`src/rtl/mesi_bus_pkg.sv`:
```
// Shared types for the MESI snoop-bus request path: bus opcodes, FIFO entry
// field positions and the dispatcher state encoding.
package mesi_bus_pkg;

  typedef enum logic [1:0] {
    BUS_RD    = 2'b00,
    BUS_RDX   = 2'b01,
    BUS_UPGR  = 2'b10,
    BUS_FLUSH = 2'b11
  } bus_op_e;

  localparam int CORE_MSB = 3;
  localparam int CORE_LSB = 2;
  localparam int OP_MSB   = 1;
  localparam int OP_LSB   = 0;

  typedef enum logic [2:0] {
    ST_IDLE      = 3'd0,
    ST_POP       = 3'd1,
    ST_CAPTURE   = 3'd2,
    ST_ISSUE     = 3'd3,
    ST_WAIT_RESP = 3'd4
  } disp_state_e;

  // A Flush writes data back and completes on acceptance; everything else waits.
  function automatic logic needs_resp(input bus_op_e op);
    return (op != BUS_FLUSH);
  endfunction

endpackage

```
`src/rtl/resp_timer.sv`:
```
// Clearable up-counter with a terminal-count flag at TIMEOUT-1; bounds the
// time the dispatcher waits for a bus response.
module resp_timer #(
  parameter int TIMEOUT = 16
) (
  input  logic clk,
  input  logic rst_n,
  input  logic clr_i,
  input  logic en_i,
  output logic tc_o
);

  localparam logic [7:0] TC_VAL = 8'(TIMEOUT - 1);

  logic [7:0] count_q;
  logic [7:0] count_d;

  // Next count: clear wins, then count up and hold at terminal count.
  always_comb begin
    count_d = count_q;
    if (clr_i) begin
      count_d = 8'd0;
    end else if (en_i && (count_q != TC_VAL)) begin
      count_d = count_q + 8'd1;
    end else begin
      count_d = count_q;
    end
  end

  // Count register.
  always_ff @(posedge clk or negedge rst_n) begin
    if (!rst_n) begin
      count_q <= 8'd0;
    end else begin
      count_q <= count_d;
    end
  end

  assign tc_o = (count_q == TC_VAL);

endmodule

```
`src/rtl/bus_req_dispatcher.sv`:
```
// Pops coherence requests from the FIFO one at a time, issues each on the
// snoop bus over valid/ready and waits (bounded) for its response.
module bus_req_dispatcher
  import mesi_bus_pkg::*;
#(
  parameter int TIMEOUT = 16,
  parameter int CNT_W   = 8
) (
  input  logic             clk,
  input  logic             rst_n,
  input  logic             fifo_empty,
  input  logic [3:0]       fifo_data,
  output logic             fifo_rd_en,
  output logic             bus_req_valid,
  input  logic             bus_req_ready,
  output logic [1:0]       bus_req_core,
  output logic [1:0]       bus_req_op,
  input  logic             bus_resp_done,
  output logic             busy,
  output logic             timeout_err,
  output logic [CNT_W-1:0] issued_cnt
);

  disp_state_e      state_q, state_d;
  logic [1:0]       core_q, core_d;
  bus_op_e          op_q, op_d;
  logic [CNT_W-1:0] cnt_q, cnt_d;
  logic             err_q, err_d;
  logic             hs_s;
  logic             tc_s;
  logic             in_wait_s;

  assign hs_s      = (state_q == ST_ISSUE) && bus_req_ready;
  assign in_wait_s = (state_q == ST_WAIT_RESP);

  // Held in clear outside WAIT_RESP so every wait starts from zero.
  resp_timer #(.TIMEOUT(TIMEOUT)) u_resp_timer (
    .clk   (clk),
    .rst_n (rst_n),
    .clr_i (!in_wait_s),
    .en_i  (in_wait_s),
    .tc_o  (tc_s)
  );

  // Next-state, request latch, handshake count and sticky timeout.
  always_comb begin
    state_d = state_q;
    core_d  = core_q;
    op_d    = op_q;
    cnt_d   = cnt_q;
    err_d   = err_q;
    case (state_q)
      ST_IDLE: begin
        if (!fifo_empty) begin
          state_d = ST_POP;
        end else begin
          state_d = ST_IDLE;
        end
      end
      ST_POP: begin
        state_d = ST_CAPTURE;
      end
      ST_CAPTURE: begin
        state_d = ST_ISSUE;
        core_d  = fifo_data[CORE_MSB:CORE_LSB];
        op_d    = bus_op_e'(fifo_data[OP_MSB:OP_LSB]);
      end
      ST_ISSUE: begin
        if (hs_s) begin
          cnt_d   = cnt_q + CNT_W'(1);
          state_d = needs_resp(op_q) ? ST_WAIT_RESP : ST_IDLE;
        end else begin
          state_d = ST_ISSUE;
        end
      end
      ST_WAIT_RESP: begin
        // A done arriving together with the terminal count is a normal completion.
        if (bus_resp_done) begin
          state_d = ST_IDLE;
        end else if (tc_s) begin
          state_d = ST_IDLE;
          err_d   = 1'b1;
        end else begin
          state_d = ST_WAIT_RESP;
        end
      end
      default: begin
        state_d = ST_IDLE;
      end
    endcase
  end

  // State and datapath registers.
  always_ff @(posedge clk or negedge rst_n) begin
    if (!rst_n) begin
      state_q <= ST_IDLE;
      core_q  <= 2'b00;
      op_q    <= BUS_RD;
      cnt_q   <= {CNT_W{1'b0}};
      err_q   <= 1'b0;
    end else begin
      state_q <= state_d;
      core_q  <= core_d;
      op_q    <= op_d;
      cnt_q   <= cnt_d;
      err_q   <= err_d;
    end
  end

  assign fifo_rd_en    = (state_q == ST_POP);
  assign bus_req_valid = (state_q == ST_ISSUE);
  assign busy          = (state_q != ST_IDLE);
  assign bus_req_core  = core_q;
  assign bus_req_op    = op_q;
  assign timeout_err   = err_q;
  assign issued_cnt    = cnt_q;

endmodule
```
`config.mk`:
```
export PLATFORM = sky130hd
export DESIGN_NAME = bus_req_dispatcher
export DESIGN_NICKNAME = d
export VERILOG_FILES = /design/src/rtl/mesi_bus_pkg.sv /design/src/rtl/resp_timer.sv /design/src/rtl/bus_req_dispatcher.sv
export SDC_FILE = /design/constraint.sdc
export NUM_CORES = 1
export LEC_CHECK = 0
export BUFFER_PORTS_ARGS = -buffer_cell sky130_fd_sc_hd__buf_4
export CAP_MARGIN = 10
export CORE_MARGIN = 3
export CORE_UTILIZATION = 52
export DETAILED_ROUTE_END_ITERATION = 16
export GPL_TIMING_DRIVEN = 0
export PLACE_DENSITY = 0.77
export SYNTH_ARGS = -nofsm -noshare
export SYNTH_HDL_FRONTEND = slang
export SYNTH_SLANG_ARGS = --single-unit
```
`constraint.sdc`:
```
create_clock -name clk -period 1.9 [get_ports clk]
set_input_delay 0.095 -clock clk [delete_from_list [all_inputs] [get_ports clk]]
set_output_delay 0.095 -clock clk [all_outputs]
set_load 0.02 [all_outputs]
```
# Word level (Yosys, flattened, before mapping)
# Index checks and enable logic that the tools add are counted.
[totals] output_inout_bits=16 regBits=24
[classes] n_addsub=2 n_bitwise=1 reduce_logical=6 eq_ne=8 mux=8
[ops] operator="8-bit by 1-bit adder with 8-bit output, second input constant" count=2
[ops] operator="8-bit two-way mux" count=2
[ops] operator="3-bit one-hot mux with 5 select lines" count=1
[ops] operator="3-bit two-way mux" count=4
[ops] operator="8-bit by 4-bit == test with 1-bit output, second input constant" count=1
[ops] operator="8-bit by 4-bit != test with 1-bit output, second input constant" count=1
[ops] operator="3-bit by 2-bit == test with 1-bit output, second input constant" count=2
[ops] operator="2-bit != test, second input constant" count=2
[ops] operator="3-bit by 1-bit == test with 1-bit output, second input constant" count=1
[ops] operator="3-bit == test, second input constant" count=1
[ops] operator="3-bit zero test" count=1
[ops] operator="3-bit AND reduction" count=1
[ops] operator="3-bit nonzero test" count=1
[ops] operator="1-bit logical AND" count=2
[ops] operator="2-bit AND reduction" count=1
[ops] operator="1-bit two-way mux" count=1
[ops] operator="1-bit NOT" count=1

# Logic depth before layout (Yosys ltp)
# Gate-level depths: netlist (run 1).
[logic_depth] ltp_word=4 mapped_depth=5

# Hierarchy
# A second synthesis (run 1) with hierarchy kept.
[unflattened] cells_unflattened=108 hier_area_um2=1209.9
[modules_own_cells] module="bus_req_dispatcher" instances=1 cells_per_inst=64 area_per_inst_um2=762.0
[modules_own_cells] module="resp_timer" instances=1 cells_per_inst=44 area_per_inst_um2=447.9

# Worst setup path after synthesis (run 1)
# No wires, ideal clock.
[synth_path] kind="reg-to-reg" from="register u_resp_timer.count_q[0]" to="register u_resp_timer.count_q[6]" period_less_slack_ns=1.302 stages_incl_launch_ff=5 path_slack_ns=0.598 arrival_ns=1.224 path_cell_list="dfrtp_1 -> ha_1 -> nand3_1 -> or3_1 -> a21oi_1"
[synth_between] elab_chain_len=3 word_cells_on_any_way=6 cone_classes="add/sub (1); eq/ne (2); mux (2); reduce/logical (1)"
[synth_rtl] item="start, declared" line_no="resp_timer.sv:15" source="logic [7:0] count_q;"
[synth_rtl] item="start signal, assigned" line_no="resp_timer.sv:35" source="count_q <= count_d;"
[synth_rtl] item="8-bit by 1-bit adder with 8-bit output or 8-bit by 4-bit != test with 1-bit output (tied branches)" line_no="resp_timer.sv:24, resp_timer.sv:23"
[synth_rtl] item="8-bit two-way mux or 1-bit logical AND (tied branches)" line_no="resp_timer.sv:23" source="end else if (en_i && (count_q != TC_VAL)) begin"
[synth_rtl] item="8-bit two-way mux or 2-bit != test (tied branches)"
# Several ways; a longest one is shown, not always the timed one. The select of a mux whose other input is x is not followed.
# A chain may end at the register's enable or synchronous reset.

# Final worst setup path (run 1)
[layout_path] from="register state_q[1]" to="output port busy"
[layout_between] elab_chain_len=1
[layout_rtl] item="start, declared" line_no="bus_req_dispatcher.sv:24" source="disp_state_e state_q, state_d;"
[layout_rtl] item="start signal, assigned" line_no="bus_req_dispatcher.sv:102" source="state_q <= state_d;"
[layout_rtl] item="3-bit nonzero test" line_no="bus_req_dispatcher.sv:112" source="assign busy = (state_q != ST_IDLE);"
[layout_rtl] item="end, declared" line_no="bus_req_dispatcher.sv:19" source="output logic busy,"
# No other way between the ends.

==> results of run 1 <==
[placed cells by master, fill, tap and decap left out]
| cell type | Yosys | routed |
|---|---|---|
| a21boi_0 | 1 | 1 |
| a21o_1 | 1 | 1 |
| a21oi_1 | 8 | 8 |
| a31oi_1 | 2 | 2 |
| and3_1 | 1 | 1 |
| and3b_1 | 1 | 1 |
| and4b_1 | 1 | 1 |
| buf_2 | 2 | 2 |
| buf_4 | 1 | 25 |
| clkbuf_4 | 0 | 3 |
| clkbuf_8 | 0 | 1 |
| dfrtp_1 | 24 | 24 |
| dlygate4sd3_1 | 0 | 7 |
| ha_1 | 2 | 2 |
| inv_1 | 2 | 2 |
| mux2_2 | 4 | 4 |
| nand2_1 | 12 | 12 |
| nand3_1 | 6 | 6 |
| nand4_1 | 2 | 2 |
| nand4b_4 | 1 | 1 |
| nor2_1 | 6 | 6 |
| nor3_1 | 3 | 3 |
| nor3_2 | 3 | 3 |
| nor3b_1 | 1 | 1 |
| nor3b_2 | 1 | 1 |
| nor4_1 | 1 | 1 |
| nor4_2 | 1 | 1 |
| o21ai_0 | 4 | 4 |
| o21bai_1 | 1 | 1 |
| o31ai_2 | 1 | 1 |
| or3_1 | 4 | 4 |
| or3b_1 | 1 | 1 |
| or4_4 | 1 | 1 |
| xnor2_1 | 4 | 4 |
| xor2_1 | 3 | 3 |
[layer usage]
layer / GRT usage / wire (um)
met4: 0.0638 / 12
met5: 0 / 0
met1: 0.245 / 1030
met3: 0.0479 / 125
met2: 0.244 / 944
[through the flow]
step                      std cells  total power (uW)  worst slack (ps)  hold slack (ps)
after floorplan                 106              1240               598             -201
after global placement          157              1510               493             9.83
after detailed placement        157              1540               470             11.4
after CTS                       168              1820               376             53.6
after global routing            168              1910               303             92.5
final                           168              1800               393             70.9
[kinds of logic (layout without fill, tap and decap cells)]
group / count (synthesis) / after routing / share of synthesized area
and+or+nand+nor: 46 / 46 / 0.250
xor gates and xnor gates: 7 / 7 / 0.0532
adders and majority gates: 2 / 2 / 0.0217
DFF: 24 / 24 / 0.521
muxes: 4 / 4 / 0.0391
buffers and inverters: 5 / 40 / 0.0217
AOI/OAI and AO/OA: 18 / 18 / 0.0934
[layout make-up]
| class | instances | area [um2] |
|---|---|---|
| Buffer | 3 | 17.5 |
| Sequential cell | 24 | 601 |
| Multi-Input combinational cell | 77 | 527 |
| Fill cell | 151 | 549 |
| Tap cell | 27 | 33.8 |
| Inverter | 2 | 7.51 |
| Timing Repair Buffer | 31 | 250 |
| Clock buffer | 4 | 36.3 |
[flip-flops by register name, summed over array words and instances, names as in the netlist]
signal,cells
bus_req_op,2
u_resp_timer.count_q,8
bus_req_core,2
timeout_err,1
state_q,3
issued_cnt,8
[worst max-delay path, cell delays in order (launching register included)]
cell	delay (ps)
dfrtp_1	390
buf_2	180
or3_1	370
buf_4	160
[power by group]
part           internal [uW]  switching [uW]  total [uW]
Sequential               633             113         747
Clock                    117             152         269
Combinational            374             409         782
[path summary, 6_finish.rpt]
| kind | startpoint | cells after the start | to |
|---|---|---|---|
| max | state_q[1]$_DFF_PN0_ | 3 | busy |
| min | fifo_empty | 4 | state_q[0]$_DFF_PN0_ |
| max reg2reg | u_resp_timer.count_q[0]$_DFFE_PN0P_ | 4 | u_resp_timer.count_q[6]$_DFFE_PN0P_ |
| min reg2reg | issued_cnt[7]$_DFFE_PN0P_ | 1 | issued_cnt[7]$_DFFE_PN0P_ |
| max in group asynchronous | rst_n | 2 | state_q[0]$_DFF_PN0_ |
| min in group asynchronous | rst_n | 2 | u_resp_timer.count_q[2]$_DFFE_PN0P_ |
==> out/results.ini, run 1 <==
[flow_run]
cap_violations=0

[cts]
cts_tree=yes
clk_pin_slew_worst_paths_ps=130
clock_path_buffers=2
insertion_delay_ps=310
ctsHoldBuffers=7
htreeDepth=1
ctsRootBufferMaster=clkbuf_4
tritoncts.num_buffers=3
cts-resized-gates=0
post-cts-setup-buffer-count=0
cts.sinks=24

[detailed_routing]
route.detailed.drc=0
drt_wl_total_mm=2.11
first_pass_iters=4
route.vias.total=903
antenna_left=0
wire_per_inst_um=12.6
vias_per_cell=5.38
drt-initial-drc-count=18

[synth]
synth_edf_count=0
ys.flop_type=dfrtp_1
ys_types=32
synthesis.nets=117
synth_top_area_frac=0.521
synth_cells=106
yosys_warnings=0
synth_area_leader_cell=dfrtp_1
synth.most_common_cell=dfrtp_1
ys_top_cells_by_count=dfrtp_1 (24), nand2_1 (12), a21oi_1 (8)
syn_area_um2=1150
ys_seq_elements=24
avgSynthCellArea_um2=10.9
seq_area_frac_synth=0.521
yosys-top-cells-area=dfrtp_1 (52%), mux2_2 (3.9%), nand2_1 (3.9%), a21oi_1 (3.5%), xnor2_1 (3.0%)
async_flop_share=1.00

[timing]
min_period_ps=1510
skew_ps=4.42
post-route-period-util=0.793
tightest_slew_ps=624
final_hold_viol_count=0
tns_ps=0
slew_violations=0
rsz0062_at_grt=no
relSlewSlack=0.580
setup_viol_count_final=0
fmax_ghz=0.663

[setup_path]
worstPathArrival_ps=1410
crit_fanout=10
cp_data_required_time_ps=1800
worstSetupPathType=flip-flop to output pin
ff2ff_setup_slack_ps=410
cp-start-kind=flip-flop
cp-end-kind=output pin

[final_layout]
drive_gt1_frac=0.305
utilization=0.728
final_nets=153
final_area_um2=1470
syn_to_final_growth_pct=27.8
antenna_cells=0

[die]
pin_count=25
core_area_um2=2020
die_h_um=53.1
chipWidth_um=53.1
initial_core_util=0.570
die-area_um2=2820
core.rowCount=16

[power]
peakVddDrop_v=0.000909
p_leak_uw=0.000680
p_per_area_nw_per_um2=1220

[global_routing]
grt_max_degree=25
grt_pass1_wl_mm=3.45
antenna_found_initial=0
grt_overflow=0
grt_usage=0.171
grt_pass1_vias=791

[placed_design]
dpl_cell_area_um2=1370
io_buffers=24
gp_congestion=0.813
dp_hpwl_mm=1.54

[min_path]
hp-class=input port to flip-flop

[status]
outcome=finished, final reports clean

(Power assumes the default switching activity.)
==> inputs of run 2 (changes only) <==
CORE_UTILIZATION = 47   (was 52)
PLACE_DENSITY = 0.73   (was 0.77)
clock period = 1.26 ns   (was 1.9 ns; I/O delays follow)
==> run 2 against run 1 <==
Effect of this change:
- cell count increased by 14%
- design area increased by 24%
- largest power group unchanged
- worst setup slack got worse by 560 ps
- die area increased by 9.4%
- the run now ends with negative setup slack left
- critical endpoint unchanged
- worst hold slack got worse by 41 ps
==> out/results.ini, run 2 (same netlist as run 1, synthesis figures left out) <==
[die]
initial_core_util=0.506
pin_count=25
core.rowCount=17
chipWidth_um=55.5
die-area_um2=3080
die_h_um=55.5
core_area_um2=2280

[timing]
post-route-period-util=1.13
timing.final.ws_setup_ps=-167
slew_violations=0
skew_ps=3.69
tightest_slew_ps=324
final_hold_viol_count=0
min_period_ps=1430
rsz0062_at_grt=yes
tns_ps=-1410
relSlewSlack=0.783
setup_viol_count_final=18
fmax_ghz=0.701

[setup_path]
cp-end-kind=output pin
cp_data_required_time_ps=1200
r2r-start=u_resp_timer.count_q[0]$_DFFE_PN0P_
critPathLaunch=state_q[0]$_DFF_PN0_
worstPathArrival_ps=1360
worstSetupPathType=flip-flop to output pin
crit_fanout=5
cp-start-kind=flip-flop

[cts]
insertion_delay_ps=320
clock_path_buffers=2
tritoncts.num_buffers=3
cts_tree=yes
htreeDepth=1
cts.sinks=24
clk_pin_slew_worst_paths_ps=130
ctsRootBufferMaster=clkbuf_4

[detailed_routing]
drt-initial-drc-count=14
wire_per_inst_um=16.1
m1WireLength_mm=1.25
antenna_left=0
drt_wl_total_mm=3.08
dr_wl_met2_mm=1.57
first_pass_iters=6
route.vias.total=1070
met3RoutedLength_um=140
vias_per_cell=5.60
route.detailed.drc=0
top_layer_used=met4

[power]
p_int_uw=2090
p_per_area_nw_per_um2=1820
clkPwrFrac=0.125
peakVddDrop_v=0.00187
comb_power_share=0.529
power_frac_seq=0.346
p_leak_uw=0.000836
swShare=0.370
p_sw_uw=1230

[min_path]
hp-class=input port to flip-flop
hold_path.startpoint=fifo_empty

[global_routing]
grt_pass1_wl_mm=5.09
grt_max_degree=25
grt_pass1_vias=1093
grt_usage=0.207
grt_overflow=0
antenna_found_initial=0

[status]
violations=negative setup slack
outcome=complete, but fails checks

[final_layout]
utilization=0.804
antenna_cells=0
drive_gt1_frac=0.528
mostFrequentLayoutCells=buf_4 (37), dfrtp_1 (19), buf_6 (12), nand2_1 (12), dlygate4sd3_1 (7)
syn_to_final_growth_pct=58.8
final_common_cell=buf_4
final_nets=175

[placed_design]
dp_hpwl_mm=1.63
io_buffers=24
gp_congestion=0.777

[flow_run]
cap_violations=0

run 2: final timing paths:
check / endpoint / slack, ps / cells past startpoint
max in group asynchronous: state_q[2]$_DFF_PN0_ / 850 / 2
worst min register to register: timeout_err$_DFFE_PN0P_ / 480 / 1
worst min-delay path: state_q[0]$_DFF_PN0_ / 30 / 4
min in group asynchronous: state_q[1]$_DFF_PN0_ / 160 / 2
worst max register to register: u_resp_timer.count_q[6]$_DFFE_PN0P_ / -130 / 5
worst max-delay path: busy / -170 / 3
run 2: final cells by class:
type | count | area, um2
Multi-Input combinational cell | 77 | 662
Sequential cell | 24 | 607
Timing Repair Buffer | 53 | 449
Fill cell | 133 | 445
Clock buffer | 4 | 36.3
Tap cell | 28 | 35.0
Buffer | 3 | 33.8
Inverter | 2 | 7.51
run 2: repair_timing:
| action | 4_1_cts | 5_1_grt |
|---|---|---|
| setup endpoints to repair | 21 | 22 |
| pin swaps | 9 | 9 |
| gates resized for setup | 27 | 19 |
| hold buffers | 7 | 0 |
| buffers inserted | 19 | 3 |
| endpoints found under the hold margin | 30 | 0 |
run 2: power by group through the flow:
stage               clock, uW  combinational, uW  sequential [uW]
CTS                       414               1630             1140
global route              456               1890             1180
finish                    415               1760             1150
global placement            0               1190             1130
floorplan                   0                631             1280
detailed placement          0               1230             1150
run 2: metrics by stage:
| step | hold slack, ps | cells | setup slack [ps] | area [um2] | total power [uW] |
|---|---|---|---|---|---|
| floorplan | -233 | 106 | -23.8 | 1170 | 1910 |
| global placement | -23.3 | 158 | -121 | 1390 | 2320 |
| detailed placement | -19.3 | 158 | -169 | 1390 | 2380 |
| CTS | 29.0 | 188 | -170 | 1740 | 3190 |
| global route | 62.2 | 191 | -217 | 1830 | 3520 |
| finish | 30.3 | 191 | -167 | 1830 | 3320 |
run 2: layer usage:
layer | GRT usage | vias to the layer above
met4 | 0.0938 | 0
met5 | 0 | -
met2 | 0.355 | 41
li1 | - | 491
met1 | 0.259 | 524
met3 | 0.0257 | 14
run 2: worst max-delay path, stage by stage, from the launching register on:
cell and delay [ps]:
dfrtp_1 410, buf_6 140, or3_4 360, buf_6 140
